<file path="src/rtl/alu_mul_ctrl_if.sv">
// Bundle between the shift-add multiply sequencer and its requester/shared ALU.
// The requester (master) drives the operands and returns the combinational ALU result.
interface alu_mul_ctrl_if;
  logic        start;
  logic        sgn;
  logic [15:0] mcand;
  logic [15:0] mplier;
  logic        busy;
  logic        done;
  logic [15:0] product;
  logic        ovf;
  logic [15:0] alu_A;
  logic [15:0] alu_B;
  logic        alu_Cin;
  logic        alu_invA;
  logic        alu_invB;
  logic        alu_sign;
  logic [2:0]  alu_Op;
  logic [15:0] alu_Out;
  logic        alu_Ofl;

  modport master (
    output start, sgn, mcand, mplier, alu_Out, alu_Ofl,
    input  busy, done, product, ovf,
    input  alu_A, alu_B, alu_Cin, alu_invA, alu_invB, alu_sign, alu_Op
  );

  modport slave (
    input  start, sgn, mcand, mplier, alu_Out, alu_Ofl,
    output busy, done, product, ovf,
    output alu_A, alu_B, alu_Cin, alu_invA, alu_invB, alu_sign, alu_Op
  );
endinterface

</file>
<file path="src/rtl/alu_mul_ctrl.sv">
// 16x16 shift-add multiply sequencer that borrows an external adder; signed mode
// multiplies magnitudes and negates the result at the end.
module alu_mul_ctrl (
  input  logic          clk,
  input  logic          rst,
  alu_mul_ctrl_if.slave bus
);
  localparam logic [2:0] OP_ADD = 3'b000;

  typedef enum logic [2:0] {IDLE, ABS_A, ABS_B, RUN, FIX, DONE} state_t;

  state_t      state_q;
  logic [15:0] mcand_q, mplier_q, acc_q, product_q;
  logic        sgn_q, neg_a_q, neg_b_q, lost_q, ovf_acc_q;
  logic        ovf_q, done_q, busy_q;
  logic        neg_p;
  logic [15:0] alu_a, alu_b;
  logic        alu_inva, alu_cin;

  assign neg_p = neg_a_q ^ neg_b_q;

  // ALU operands are decoded from the current state so alu_Out can be captured this cycle.
  always_comb begin
    alu_a    = 16'd0;
    alu_b    = 16'd0;
    alu_inva = 1'b0;
    alu_cin  = 1'b0;
    case (state_q)
      ABS_A: begin
        alu_a    = mcand_q;
        alu_inva = mcand_q[15];
        alu_cin  = mcand_q[15];
      end
      ABS_B: begin
        alu_a    = mplier_q;
        alu_inva = mplier_q[15];
        alu_cin  = mplier_q[15];
      end
      RUN: begin
        if ((mplier_q != 16'd0) && mplier_q[0]) begin
          alu_a = acc_q;
          alu_b = mcand_q;
        end
      end
      FIX: begin
        alu_a    = acc_q;
        alu_inva = neg_p;
        alu_cin  = neg_p;
      end
      default: ;
    endcase
  end

  always_ff @(posedge clk or posedge rst) begin
    if (rst) begin
      state_q   <= IDLE;
      mcand_q   <= 16'd0;
      mplier_q  <= 16'd0;
      acc_q     <= 16'd0;
      product_q <= 16'd0;
      sgn_q     <= 1'b0;
      neg_a_q   <= 1'b0;
      neg_b_q   <= 1'b0;
      lost_q    <= 1'b0;
      ovf_acc_q <= 1'b0;
      ovf_q     <= 1'b0;
      done_q    <= 1'b0;
      busy_q    <= 1'b0;
    end else begin
      done_q <= 1'b0;
      case (state_q)
        IDLE: begin
          if (bus.start) begin
            mcand_q   <= bus.mcand;
            mplier_q  <= bus.mplier;
            sgn_q     <= bus.sgn;
            acc_q     <= 16'd0;
            lost_q    <= 1'b0;
            ovf_acc_q <= 1'b0;
            neg_a_q   <= 1'b0;
            neg_b_q   <= 1'b0;
            busy_q    <= 1'b1;
            state_q   <= bus.sgn ? ABS_A : RUN;
          end
        end
        ABS_A: begin
          neg_a_q <= mcand_q[15];
          mcand_q <= bus.alu_Out;
          state_q <= ABS_B;
        end
        ABS_B: begin
          neg_b_q  <= mplier_q[15];
          mplier_q <= bus.alu_Out;
          state_q  <= RUN;
        end
        RUN: begin
          if (mplier_q == 16'd0) begin
            if (sgn_q) begin
              state_q <= FIX;
            end else begin
              product_q <= acc_q;
              ovf_q     <= ovf_acc_q;
              done_q    <= 1'b1;
              state_q   <= DONE;
            end
          end else begin
            // A set lost bit means the shifted multiplicand already exceeds 16 bits.
            if (mplier_q[0]) begin
              acc_q     <= bus.alu_Out;
              ovf_acc_q <= ovf_acc_q | bus.alu_Ofl | lost_q;
            end
            lost_q   <= lost_q | mcand_q[15];
            mplier_q <= mplier_q >> 1;
            mcand_q  <= mcand_q << 1;
          end
        end
        FIX: begin
          acc_q     <= bus.alu_Out;
          product_q <= bus.alu_Out;
          ovf_q     <= ovf_acc_q | (acc_q[15] & ~(neg_p & (acc_q == 16'h8000)));
          done_q    <= 1'b1;
          state_q   <= DONE;
        end
        DONE: begin
          busy_q  <= 1'b0;
          state_q <= IDLE;
        end
        default: state_q <= IDLE;
      endcase
    end
  end

  assign bus.busy     = busy_q;
  assign bus.done     = done_q;
  assign bus.product  = product_q;
  assign bus.ovf      = ovf_q;
  assign bus.alu_A    = alu_a;
  assign bus.alu_B    = alu_b;
  assign bus.alu_Cin  = alu_cin;
  assign bus.alu_invA = alu_inva;
  assign bus.alu_invB = 1'b0;
  assign bus.alu_sign = 1'b0;
  assign bus.alu_Op   = OP_ADD;
endmodule
</file>
<file path="src/flat_wrapper.sv">
// flat-port wrapper written by rule: the top's interface ports become plain ports
module alu_mul_ctrl_flat 
  (clk, rst, bus_start, bus_sgn, bus_mcand, bus_mplier, bus_alu_Out, bus_alu_Ofl, bus_busy, bus_done, bus_product, bus_ovf, bus_alu_A, bus_alu_B, bus_alu_Cin, bus_alu_invA, bus_alu_invB, bus_alu_sign, bus_alu_Op);
  alu_mul_ctrl_if bus_i ();
  input  logic clk;
  input  logic rst;
  input wire logic [$bits(bus_i.start)-1:0] bus_start;
  input wire logic [$bits(bus_i.sgn)-1:0] bus_sgn;
  input wire logic [$bits(bus_i.mcand)-1:0] bus_mcand;
  input wire logic [$bits(bus_i.mplier)-1:0] bus_mplier;
  input wire logic [$bits(bus_i.alu_Out)-1:0] bus_alu_Out;
  input wire logic [$bits(bus_i.alu_Ofl)-1:0] bus_alu_Ofl;
  output wire logic [$bits(bus_i.busy)-1:0] bus_busy;
  output wire logic [$bits(bus_i.done)-1:0] bus_done;
  output wire logic [$bits(bus_i.product)-1:0] bus_product;
  output wire logic [$bits(bus_i.ovf)-1:0] bus_ovf;
  output wire logic [$bits(bus_i.alu_A)-1:0] bus_alu_A;
  output wire logic [$bits(bus_i.alu_B)-1:0] bus_alu_B;
  output wire logic [$bits(bus_i.alu_Cin)-1:0] bus_alu_Cin;
  output wire logic [$bits(bus_i.alu_invA)-1:0] bus_alu_invA;
  output wire logic [$bits(bus_i.alu_invB)-1:0] bus_alu_invB;
  output wire logic [$bits(bus_i.alu_sign)-1:0] bus_alu_sign;
  output wire logic [$bits(bus_i.alu_Op)-1:0] bus_alu_Op;
  assign bus_i.start = bus_start;
  assign bus_i.sgn = bus_sgn;
  assign bus_i.mcand = bus_mcand;
  assign bus_i.mplier = bus_mplier;
  assign bus_i.alu_Out = bus_alu_Out;
  assign bus_i.alu_Ofl = bus_alu_Ofl;
  assign bus_busy = bus_i.busy;
  assign bus_done = bus_i.done;
  assign bus_product = bus_i.product;
  assign bus_ovf = bus_i.ovf;
  assign bus_alu_A = bus_i.alu_A;
  assign bus_alu_B = bus_i.alu_B;
  assign bus_alu_Cin = bus_i.alu_Cin;
  assign bus_alu_invA = bus_i.alu_invA;
  assign bus_alu_invB = bus_i.alu_invB;
  assign bus_alu_sign = bus_i.alu_sign;
  assign bus_alu_Op = bus_i.alu_Op;
  alu_mul_ctrl u_core (.clk(clk), .rst(rst), .bus(bus_i));
endmodule
</file>
<file path="config.mk">
export PLATFORM = sky130hd
export DESIGN_NAME = alu_mul_ctrl_flat
export DESIGN_NICKNAME = d
export VERILOG_FILES = /design/src/rtl/alu_mul_ctrl_if.sv /design/src/rtl/alu_mul_ctrl.sv /design/src/flat_wrapper.sv
export SDC_FILE = /design/constraint.sdc
export NUM_CORES = 1
export LEC_CHECK = 0
export BUFFER_PORTS_ARGS = -buffer_cell sky130_fd_sc_hd__buf_2
export CAP_MARGIN = 30
export CORE_MARGIN = 8
export CORE_UTILIZATION = 30
export CTS_CLUSTER_SIZE = 12
export DETAILED_ROUTE_END_ITERATION = 7
export PLACE_DENSITY = 0.61
export RECOVER_POWER = 25
export SKIP_LAST_GASP = 1
export SYNTH_ARGS = -nofsm -noshare
export SYNTH_HDL_FRONTEND = slang
export SYNTH_SLANG_ARGS = --single-unit
export TNS_END_PERCENT = 5
</file>
<file path="constraint.sdc">
create_clock -name clk -period 2.25 [get_ports clk]
set_input_delay 0.3375 -clock clk [delete_from_list [all_inputs] [get_ports clk]]
set_output_delay 0.3375 -clock clk [all_outputs]
set_load 0.05 [all_outputs]
</file>
Word-level counts from Yosys, hierarchy flattened
Cells that the tools add are included.
{ "word_totals": {"out_inout_bits": 58, "ff_bits": 75, "in_bits": 53} }
{ "classes": {"bitwise_logic": 8, "reduce_logical": 23, "eq_ne": 11, "muxes": 39} }
{ "ops": {"columns": ["op", "count"], "rows": [
  ["$mux W16", 12],
  ["$pmux W16 S3", 3],
  ["$pmux W16 S4", 1],
  ["$pmux W16 S2", 1],
  ["$eq A16 B16 Y1 const B", 1],
  ["$logic_not A16 Y1", 1],
  ["$reduce_bool A16 Y1", 1],
  ["$pmux W3 S5", 1],
  ["$pmux W1 S2", 7],
  ["$reduce_and A3 Y1", 4],
  ["$mux W1", 10],
  ["$reduce_and A2 Y1", 5],
  ["$reduce_bool A2 Y1", 5],
  ["$reduce_bool A3 Y1", 3],
  ["$reduce_and A4 Y1", 2],
  ["$eq A3 B2 Y1 const B", 2],
  ["$eq A3 B3 Y1 const B", 2],
  ["$mux W3", 2],
  ["$ne A2 B2 Y1 const B", 3],
  ["$ne A2 B1 Y1 const B", 2],
  ["$or A1 B1 Y1", 4],
  ["$eq A3 B1 Y1 const B", 1],
  ["$logic_not A3 Y1", 1],
  ["$pmux W1 S3", 1],
  ["5 further kinds", 6]
]} }

Depth between registers and ports, before layout
{ "logic_depth": {"ltp_word": 6, "depth_mapped": 8, "mapped_depth_nobuf": 4} }

Worst setup path after synthesis
No wires, ideal clock.
{ "synth_path": {"path_type": "register to output", "startpoint": "register u_core.state_q[1]", "endpoint": "output port bus_alu_A[0]", "arrival_time_ns": 2.031, "required_time_ns": 1.913, "setup_slack_ns": -0.119, "path_stages_with_launch": 5, "path_cell_list": "dfrtp_1 buf_2 nor2b_1 a32oi_1 o21ai_0"} }
{ "synth_via": {"elab_chain_cells": 2, "word_cells_on_any_way": 5} }
{ "synth_rtl": {"columns": ["element", "line", "source"], "rows": [
  ["start, declared", "alu_mul_ctrl.sv:12", "state_t state_q;"],
  ["start signal, assigned", "alu_mul_ctrl.sv:83", "state_q <= bus.sgn ? ABS_A : RUN;"],
  ["$eq A3 B3 Y1 (tied with other cells)", "alu_mul_ctrl.sv:28", "case (state_q)"],
  ["$pmux W16 S4 (*)", "alu_mul_ctrl.sv:28", null],
  ["end, declared", "flat_wrapper.sv:17", "output wire logic [$bits(bus_i.alu_A)-1:0] bus_alu_A;"]
]} }
Mark *: on every way between the ends. The rest lies on a longest branch, timed or not.

Final worst setup path
{ "layout_path": {"startpoint": "register u_core.mplier_q[0]", "endpoint": "output port bus_alu_A[8]"} }
{ "layout_via": {"elab_chain_cells": 4} }
{ "layout_rtl": {"columns": ["element", "line", "source"], "rows": [
  ["start, declared", "alu_mul_ctrl.sv:13", "logic [15:0] mcand_q, mplier_q, acc_q, product_q;"],
  ["start signal, assigned", "alu_mul_ctrl.sv:75", "mplier_q <= bus.mplier;"],
  ["start signal, assigned", "alu_mul_ctrl.sv:93", "mplier_q <= bus.alu_Out;"],
  ["start signal, assigned", "alu_mul_ctrl.sv:113", "mplier_q <= mplier_q >> 1;"],
  ["$reduce_bool A16 Y1", "alu_mul_ctrl.sv:40", "if ((mplier_q != 16'd0) && mplier_q[0]) begin"],
  ["$logic_and A1 B1 Y1 (*)", "alu_mul_ctrl.sv:40", null],
  ["$mux W16 (*)", "alu_mul_ctrl.sv:40", null],
  ["$pmux W16 S4 (*)", "alu_mul_ctrl.sv:28", null]
]} }
Marks and branches as above.

==> results.yml <==
floorplan:
  core_area_um2: 14500
  fp.dieH_um: 137
  die_x_um: 137
  pin_count: 111
  die_area_um2: 18900
  start_util: 0.306
  rows: 44
worst_hold_path:
  worstHoldStart: "bus_sgn"
  hold_end: "u_core.sgn_q"
  whs_path_depth: 3
  hp-class: "in -> reg"
worst_setup_path:
  path_cells: "and4b_1, or2_4, buf_12, a222oi_1, inv_1, buf_6"
  crit_arrival_ps: 2110
  cp_num_buf_inv: 3
  critical_path.max_fanout: 11
  crit_path_end_kind: "output pin"
  critical_path.top_delay_family: "simple AND/OR/NAND/NOR gates"
  worstSetupStartpointType: "flop"
  r2r_cells: 7
  reg2reg_setup_slack_ps: 120
  timing.rr.start: "u_core.mplier_q[0]"
  crit_slowest_cell: "dfrtp_2"
  rr_endpoint: "u_core.bus.product[1]"
  path_class: "reg -> out"
  slowest_delay_ps: 430
  crit_required_ps: 1910
logic_synthesis:
  syn_inst: 474
  synth_area_um2: 4430
  synth_edf_count: 0
  yosysUniqueCellTypes: 47
  ys_seq_elements: 75
  ys.warnings.count: 0
  synthArstFlopShare: 1.00
  syn_area_per_cell_um2: 9.34
  yosysSeqAreaShare: 0.424
  yosys_most_used_dff: "dfrtp_1"
power_and_ir_drop:
  p_leak_nw: 3.10
  pwr-share-comb: 0.606
  p_sw_w: 0.00496
  p_total_w: 0.00977
  power_frac_seq: 0.263
  power.density_nw_per_um2: 1740
  irDropWorstVdd_uv: 869
  switching_share: 0.508
  p_int_w: 0.00481
  clockPowerShare: 0.132
global_routing:
  overflow: 0
  grt_pass1_vias: 4275
  grt_usage: 0.171
  grt_pass1_wl_um: 24500
  grt_max_degree: 76
  antenna_found_initial: 0
job:
  maxCapViolCount: 1
sta:
  slew_headroom: -0.283
  hold_viol: 0
  setup_viol: 17
  finalCriticalPeriod_ps: 2440
  skew_ps: 7.13
  worst_slew_pin_slew_ps: 1920
  setup_ws_ps: -194
  max_clock_freq_ghz: 0.409
  fin_crit_sh: 1.09
  rsz0062_at_grt: "true"
  finalMaxSlewViolations: 76
cts:
  tritoncts: "done"
  path_clk_slew_ps: 60
  cts.sinks: 75
  cts_root_buf: "clkbuf_16"
  clock_latency_ps: 340
  cts_hold_buffers: 0
  cts_buffer_depth: 2
  cts_buffers: 9
  ctsHtreeMaxLevel: 3
route:
  viasPerCell: 5.30
  drtAntennaViolNets: 0
  drt-initial-drc-count: 361
  drc: 0
  dr.pass1.iters: 8
  wl_um: 15900
  via_count: 4126
  wl_per_cell_um: 20.5
cells_and_area:
  fin_nets: 646
  fin_cells: 779
  layout-drive-gt1-share: 0.281
  fillCellCount: 1466
  final_area_um2: 5610
  diodes: 0
  utilization: 0.387
  area_growth_pct: 26.6
placed_design:
  gp_congestion: 0.869
  dpl_cell_area_um2: 5250
  dp_cells: 756
  io_buffers: 105
  place_hpwl_um: 12000
  dp_slack_ps: 95.9
run_status:
  outcome: "complete, but fails checks"
  violations: "max-capacitance violations, max-slew violations, negative setup slack"
## worst max-delay path by stage
stage	startpoint	end	depth (start not counted)
6_report	u_core.mplier_q[0]	bus_alu_A[8]	6
5_1_grt	u_core.mplier_q[0]	bus_alu_A[4]	6
4_1_cts	u_core.state_q[0]	bus_alu_A[8]	6
3_5_place_dp	u_core.state_q[1]	bus_alu_A[8]	6
3_3_place_gp	u_core.state_q[2]	bus_alu_A[5]	6
2_1_floorplan	rst	u_core.acc_q[0]	1
## layout by cell type (no fill, tap or decap), types with 2 or more instances in the layout
cell       count
buf_2        103
dfrtp_1       72
mux2i_1       62
inv_1         50
nor2_1        50
buf_4         36
a21oi_1       34
nand4_1       17
o31ai_1       17
a31oi_1       17
a22o_1        16
and2_1        16
a222oi_1      14
nand2_1       10
clkbuf_16      9
nor4_1         7
o21ai_0        6
conb_1         5
nand2b_1       3
nor3_1         3
nor3b_1        3
a21o_1         3
clkbuf_1       3
buf_6          3
dfrtp_2        3
or2_4          2
nor2b_1        2
a211oi_4       2
nor4b_1        2
nand3_1        2
buf_8          2
buf_12         2
## cell type report
cell class                      instances  area (µm²)  area share
Timing Repair Buffer                  148         927       0.165
Inverter                               51         191      0.0342
Clock buffer                           13         250      0.0446
Tap cell                              184         230      0.0411
Sequential cell                        75        1880       0.335
Multi-Input combinational cell        308        2130       0.379
## stage by stage
step	setup TNS, ps	hold slack (ps)
2_1_floorplan	0	454
3_3_place_gp	0	461
3_5_place_dp	0	466
4_1_cts	-2240	111
5_1_grt	-4440	274
6_report	-2390	229
## repair_timing
| item | 4_1_cts | 5_1_grt |
|---|---|---|
| cloned | 1 | 0 |
| setup buffers | 7 | 2 |
| setup endpoints to repair | 18 | 18 |
| gates resized for setup | 10 | 0 |
| pin swaps | 3 | 3 |
## layer usage
layer  vias up  GRT usage  share of wire
met5         -          0              0
met4         0     0.0839          0.025
met3        28     0.0314          0.066
met2       160      0.277           0.48
met1      2014      0.214           0.43
li1       1924          -              -
## worst reg2reg max path: cells and delay by family (launching register included)
family / cells / cell delay (ps)
DFF: 1 / 430
buffers and inverters: 3 / 550
AOI/OAI and AO/OA: 1 / 210
and+or+nand+nor: 3 / 850
## registers in the layout, indices dropped and copies added (netlist names)
name                count
u_core.sgn_q            1
u_core.mcand_q         16
u_core.ovf_acc_q        1
u_core.state_q          3
u_core.bus.busy         1
u_core.acc_q           16
u_core.mplier_q        16
u_core.neg_b_q          1
u_core.lost_q           1
u_core.bus.done         1
u_core.bus.product     16
u_core.bus.ovf          1
u_core.neg_a_q          1
## kinds of logic after synthesis
logic type,Yosys count,synth area share
and+or+nand+nor,122,0.141
AOI/OAI and AO/OA,118,0.192
buffers and inverters,95,0.0998
DFF,75,0.424
muxes,62,0.140
xor gates and xnor gates,1,0.00198
other,1,0.000847
## power groups by stage
stage	sequential (W)	clock, W	combinational (W)
detailed placement	0.00258	0	0.00566
finish	0.00257	0.00129	0.00592
CTS	0.00255	0.00130	0.00591
global placement	0.00257	0	0.00552
global route	0.00263	0.00135	0.00636
floorplan	0.00291	0	0.00373
## synth_stat cells (2+ instances only)
library cell / n / share of area
dfrtp_1: 75 / 0.42
buf_4: 7 / 0.012
nand3_1: 2 / 0.0023
o31ai_1: 17 / 0.029
nand4_1: 17 / 0.024
nor3_1: 3 / 0.0034
a211oi_4: 2 / 0.0090
nand2b_1: 3 / 0.0042
a22o_1: 16 / 0.032
nor2b_1: 2 / 0.0028
a31oi_1: 17 / 0.024
nor4b_1: 2 / 0.0040
a21oi_1: 34 / 0.038
nor3b_1: 3 / 0.0051
nand2_1: 10 / 0.0085
buf_6: 3 / 0.0076
nor4_1: 7 / 0.0099
and2_1: 16 / 0.023
mux2i_1: 62 / 0.14
clkbuf_1: 20 / 0.017
buf_8: 2 / 0.0068
o21ai_0: 7 / 0.0079
nor2_1: 50 / 0.042
a222oi_1: 14 / 0.032
a21o_1: 3 / 0.0051
inv_1: 50 / 0.042
buf_2: 10 / 0.011
(Power assumes the default switching activity.)
